===== config.mk =====
export PLATFORM = sky130hd
export DESIGN_NAME = enm_fire_sched
export DESIGN_NICKNAME = d
export VERILOG_FILES = /design/src/rtl/enm_fire_sched.sv
export SDC_FILE = /design/constraint.sdc
export NUM_CORES = 1
export LEC_CHECK = 0
export CORE_AREA = 2 2 70 72
export DETAILED_ROUTE_END_ITERATION = 8
export DIE_AREA = 0 0 72 74
export SYNTH_ARGS = -nofsm -noshare
export SYNTH_HDL_FRONTEND = slang
export SYNTH_SLANG_ARGS = --single-unit

===== constraint.sdc =====
create_clock -name clk22 -period 2.33 [get_ports clk22]
set_input_delay 0.699 -clock clk22 [delete_from_list [all_inputs] [get_ports clk22]]
set_output_delay 0.699 -clock clk22 [all_outputs]
set_load 0.01 [all_outputs]

===== src/rtl/enm_fire_sched.sv =====
// Enemy fire scheduler: waits a programmable period, then picks the next
// alive enemy with no bullet in flight (round-robin) and issues a one-cycle
// one-hot launch pulse to the bullet datapath.
//
// Ports:
//   clk22      in   clock, all state updates on its rising edge
//   rst        in   synchronous active-low reset
//   gamestart  in   synchronous clear, same effect as reset
//   enm[3:0]   in   per-enemy alive flags (bit i = enemy i+1)
//   busy[3:0]  in   per-enemy bullet-in-flight flags
//   interval   in   fire period select, sampled at every timer reload
//   fire[3:0]  out  one-hot, one-cycle launch pulse
//   fire_id    out  index of the last enemy fired, held until the next fire
//   active     out  high whenever the scheduler is not idle
//   shots[7:0] out  fire pulse count, saturating at 255
//
// Optional feature: define ENM_FIRE_JITTER_EN to randomise the low nibble of
// the reload value with an 8-bit LFSR (x^8+x^6+x^5+x^4+1, seed 8'hA5).
module enm_fire_sched (
  input  logic       clk22,
  input  logic       rst,
  input  logic       gamestart,
  input  logic [3:0] enm,
  input  logic [3:0] busy,
  input  logic [3:0] interval,
  output logic [3:0] fire,
  output logic [1:0] fire_id,
  output logic       active,
  output logic [7:0] shots
);

  localparam int unsigned N_ENM  = 4;
  localparam int unsigned ID_W   = 2;
  localparam int unsigned TMR_W  = 8;
  localparam int unsigned SHOT_W = 8;

  typedef enum logic [1:0] {IDLE, COUNT, SELECT, FIRE} state_t;

  state_t             state, state_n;
  logic [TMR_W-1:0]   timer, timer_n, reload;
  logic [ID_W-1:0]    ptr, ptr_n;
  logic [N_ENM-1:0]   fire_n;
  logic [ID_W-1:0]    fire_id_n;
  logic [SHOT_W-1:0]  shots_n;
  logic               found;
  logic [ID_W-1:0]    cand;

  wire sync_clr = !rst || gamestart;

`ifdef ENM_FIRE_JITTER_EN
  logic [7:0] lfsr;
  logic [7:0] reload_raw;

  // Free-running Fibonacci LFSR, taps 8,6,5,4
  always_ff @(posedge clk22) begin
    if (sync_clr) lfsr <= 8'hA5;
    else          lfsr <= {lfsr[6:0], lfsr[7] ^ lfsr[5] ^ lfsr[4] ^ lfsr[3]};
  end

  // A zero reload would make COUNT collapse; clamp to the shortest legal period
  always_comb begin
    reload_raw = {interval, lfsr[3:0]};
    reload     = (reload_raw == '0) ? TMR_W'(1) : reload_raw;
  end
`else
  assign reload = {interval, 4'hF};
`endif

  // Round-robin scan starting one past the last fired enemy; k = N_ENM wraps to ptr itself
  always_comb begin
    found = 1'b0;
    cand  = '0;
    for (int k = 1; k <= N_ENM; k++) begin
      if (!found && enm[ptr + ID_W'(k)] && !busy[ptr + ID_W'(k)]) begin
        found = 1'b1;
        cand  = ptr + ID_W'(k);
      end
    end
  end

  // Next-state and next-output logic
  always_comb begin
    state_n   = state;
    timer_n   = timer;
    ptr_n     = ptr;
    fire_n    = '0;
    fire_id_n = fire_id;
    shots_n   = shots;
    unique case (state)
      IDLE: begin
        if (enm != '0) begin
          state_n = COUNT;
          timer_n = reload;
        end
      end
      COUNT: begin
        if (enm == '0)          state_n = IDLE;
        else if (timer == '0)   state_n = SELECT;
        else                    timer_n = timer - TMR_W'(1);
      end
      SELECT: begin
        if (enm == '0) begin
          state_n = IDLE;
        end else if (found) begin
          // Pulse and count are registered on entry so they appear during FIRE
          state_n   = FIRE;
          ptr_n     = cand;
          fire_id_n = cand;
          fire_n    = N_ENM'(1) << cand;
          if (shots != '1) shots_n = shots + SHOT_W'(1);
        end
      end
      FIRE: begin
        timer_n = reload;
        state_n = (enm == '0) ? IDLE : COUNT;
      end
      default: state_n = IDLE;
    endcase
  end

  // State and output registers
  always_ff @(posedge clk22) begin
    if (sync_clr) begin
      state   <= IDLE;
      timer   <= '0;
      ptr     <= ID_W'(N_ENM - 1);
      fire    <= '0;
      fire_id <= '0;
      active  <= 1'b0;
      shots   <= '0;
    end else begin
      state   <= state_n;
      timer   <= timer_n;
      ptr     <= ptr_n;
      fire    <= fire_n;
      fire_id <= fire_id_n;
      active  <= (state_n != IDLE);
      shots   <= shots_n;
    end
  end

endmodule

==> summary.md <==
### Outcome
- **status** finished clean

### Logic synthesis
- **Net Count, Synth** 186
- **combinational family with the most area after synthesis** compound AO/OA/AOI/OAI gates
- **netlist area before placement** 1520 um2
- **fraction of the mapped netlist area in compound gates** 0.287
- **post-synthesis simple-gate area fraction** 0.282
- **xor and xnor fraction of the mapped netlist area** 0
- **number of synthesis warnings** 0
- **mean cell area of the mapped netlist** 9.02 um2
- **distinct cell type count after synthesis** 55
- **part of the Yosys area used for sequential elements** 0.357
- **multiplexer share of the synthesized area** 0
- **Adder-Cell Fraction of Synth Area** 0.0248
- **Synth Register Bits** 27
- **cells after synthesis** 168

### Placement
- **quantity of I/O buffers inserted on ports** 29
- **placed instance area** 1960 um2
- **number of placed instances with taps included** 263
- **Place WS** -0.112 ns
- **routability congestion estimate** 0.808
- **post-detail-place hpwl** 2710 um

### Drt
- **aggregate routed wire length** 3710 um
- **final routed wire length divided by cell count** 13.9 um
- **number of vias in the routed layout** 1489
- **DRT iter0 DRCs** 61
- **total iterations of the first detailed-routing run** 5
- **via density per instance** 5.58
- **remaining antenna violation count after routing** 0
- **detailed-route DRC error count** 0

### Power
- **worst voltage drop across the vdd grid** 0.203 mV
- **total leakage power** 0.755 nW
- **pwr/cell area** 463 nW/um2
- **post-route total power** 0.927 mW

### CTS
- **Gates resized, CTS repair** 0
- **H-Tree Level Count** 1
- **clock-pin slew on the worst setup and hold paths** 0.09 ns
- **Post-CTS Setup Inserts** 0
- **worst-skew pair later-pin latency** 0.28 ns
- **root cell of the clock tree** sky130_fd_sc_hd__clkbuf_8
- **clock tree from TritonCTS** done
- **Inserted Clock Buffers** 3
- **deepest clock path buffer count** 2
- **clk sinks** 27
- **CTS Hold Bufs** 0

### Global routing
- **vias in the first global route** 1352
- **largest net degree at the start of global routing** 15
- **Overall Global Routing Usage** 0.141
- **global-route wire length before repair** 6010 um
- **global route total overflow** 0
- **initial antenna violation count** 0

### Hold path
- **Hold Path Stages** 2
- **Worst Hold Launch** fire_id[1]
- **worst hold path type** flop to flop
- **Worst Hold Endpoint** fire_id[1]

### Floorplan
- **Initial Utilization** 0.330
- **row cnt** 25
- **I/O pin count** 30
- **Die ar.** 5330 um2
- **DIE HEIGHT** 74 um
- **standard cell core area** 4600 um2
- **x dimension of the die** 72 um

### Critical path
- **largest fanout on the critical path** 13
- **R2R Path Start** timer[3]
- **launching element type of the critical path** primary input
- **arrival time of data at the critical path endpoint** 2.40 ns
- **Critical Path Source** enm[3]
- **setup slack of the most critical reg-to-reg path** 0.58 ns
- **data required time at the worst endpoint** 2.54 ns
- **Worst Reg-to-Reg Cells** 4
- **start-to-end type of the worst setup path** primary input to flop
- **end of the worst register-to-register path** timer[3]
- **kind of capture point of the worst setup path** flop

### Timing
- **post-layout minimum cycle time** 2.18 ns
- **total of endpoints with negative setup slack in the final report** 0
- **worst clock skew** 0.0123 ns
- **smallest setup slack after layout** 0.149 ns
- **post-route fraction of the period consumed by the critical path** 0.936
- **transition time at the pin with the least slew margin** 0.452 ns
- **Achievable Freq** 458 MHz
- **Final Slew Violations** 0
- **worst relative slew slack** 0.697
- **worst hold margin** 0.461 ns
- **final hold violations** 0
- **sum of negative setup slack** 0 ns
- **RSZ-0062 raised after global routing** no

### Cells and area
- **ratio of cells with drive above 1 in the final layout** 0.160
- **count of filler cells inserted in the layout** 478
- **final non-filler cell area** 2000 um2
- **Final Util** 0.435
- **final std cells w/o fill** 267
- **Area Overhead vs Synth** 32.1%
- **area used by multi-input combinational logic** 901 um2
- **Sequential Area** 541 um2
- **Net count, final** 232
- **antenna fix cells** 0

### Job
- **total of max-cap violations** 0

[power by group]
group | internal, mW | switching, mW | total [mW] | leakage, nW
Clock | 0.123 | 0.146 | 0.269 | 0.0228
Combinational | 0.0860 | 0.0845 | 0.170 | 0.513
Sequential | 0.474 | 0.0141 | 0.488 | 0.220
Total | 0.682 | 0.245 | 0.927 | 0.755
[synthesized netlist by cell type (all sizes together)]
cell      n  area, um2
a211o     1       10.0
a211oi    5       37.5
a21boi    1       7.51
a21oi    15       75.1
a2bb2oi   1       8.76
a311oi    3       26.3
a31o      1       8.76
a31oi     3       18.8
a32o      1       10.0
a41o      2       20.0
a41oi     1       8.76
and2      1       6.26
and2b     3       23.8
and3      3       18.8
and4      2       20.0
buf       3       20.0
clkbuf    3       31.3
dfxtp    27        541
ha        3       37.5
inv       6       22.5
nand2    10       37.5
nand2b    6       37.5
nand3     9       45.0
nand4     6       37.5
nand4bb   1       11.3
nor2     11       48.8
nor2b     4       30.0
nor3      4       20.0
nor3b     2       15.0
nor4      1       21.3
o211ai    2       15.0
o21a      1       7.51
o21ai     4       31.3
o221ai    1       8.76
o22a      1       8.76
o311a     1       10.0
o311ai    3       26.3
o31ai     4       30.0
o32a      1       10.0
o41a      1       11.3
o41ai     3       45.1
or2b      1       8.76
or3       3       18.8
or3b      1       8.76
or4       2       18.8
[logic make-up after synthesis]
| family | Yosys count |
|---|---|
| AO/OA/AOI/OAI | 56 |
| flip-flops | 27 |
| AND/OR/NAND/NOR | 70 |
| adder cells (fa/ha/maj) | 3 |
| buffers and inverters | 12 |
[metal layers]
| metal | wire length (um) | up-vias | GRT usage | part of all wire |
|---|---|---|---|---|
| met4 | 45 | 0 | 0.0503 | 0.012 |
| met5 | 0 | - | 0 | 0 |
| met2 | 1710 | 51 | 0.239 | 0.46 |
| met1 | 1750 | 684 | 0.184 | 0.47 |
| li1 | - | 748 | - | - |
| met3 | 207 | 6 | 0.0230 | 0.056 |
[how the worst max path moves through the flow]
| stage | end | slack (ns) | cells past startpoint |
|---|---|---|---|
| floorplan | ptr[1] | 0.42 | 4 |
| global placement | shots[2] | -0.08 | 5 |
| detailed placement | shots[2] | -0.11 | 5 |
| CTS | shots[2] | 0.15 | 5 |
| global route | shots[2] | 0.0006 | 5 |
| finish | shots[2] | 0.15 | 5 |
[cells in the final DEF, fill, tap and decap left out, types with 4 or more instances in the layout]
| master | instances |
|---|---|
| sky130_fd_sc_hd__a211oi_1 | 5 |
| sky130_fd_sc_hd__a21oi_1 | 15 |
| sky130_fd_sc_hd__buf_4 | 18 |
| sky130_fd_sc_hd__clkdlybuf4s50_1 | 29 |
| sky130_fd_sc_hd__dfxtp_1 | 27 |
| sky130_fd_sc_hd__inv_1 | 6 |
| sky130_fd_sc_hd__nand2_1 | 10 |
| sky130_fd_sc_hd__nand2b_1 | 6 |
| sky130_fd_sc_hd__nand3_1 | 9 |
| sky130_fd_sc_hd__nand4_1 | 6 |
| sky130_fd_sc_hd__nor2_1 | 10 |
| sky130_fd_sc_hd__nor3_1 | 4 |
| sky130_fd_sc_hd__o31ai_1 | 4 |
[sequential cells by signal, summed over array words and instances (netlist names)]
signal	flops
shots	8
timer	8
fire	4
fire_id	2
ptr	2
state	2
active	1
[critical path, cell delays in order]
cell and delay [ns]:
sky130_fd_sc_hd__clkdlybuf4s50_1 0.46, sky130_fd_sc_hd__nor2b_2 0.20, sky130_fd_sc_hd__o41a_1 0.58, sky130_fd_sc_hd__a311oi_1 0.33, sky130_fd_sc_hd__a41o_1 0.12
[final cells by class]
cell class,instances,share of cell area
clock buffer,4,0.0225
inverter,6,0.0113
multi-input combinational,129,0.450
sequential,27,0.270
tap,54,0.0338
timing repair buffer,47,0.213
Power figures use the tool's default switching activity.
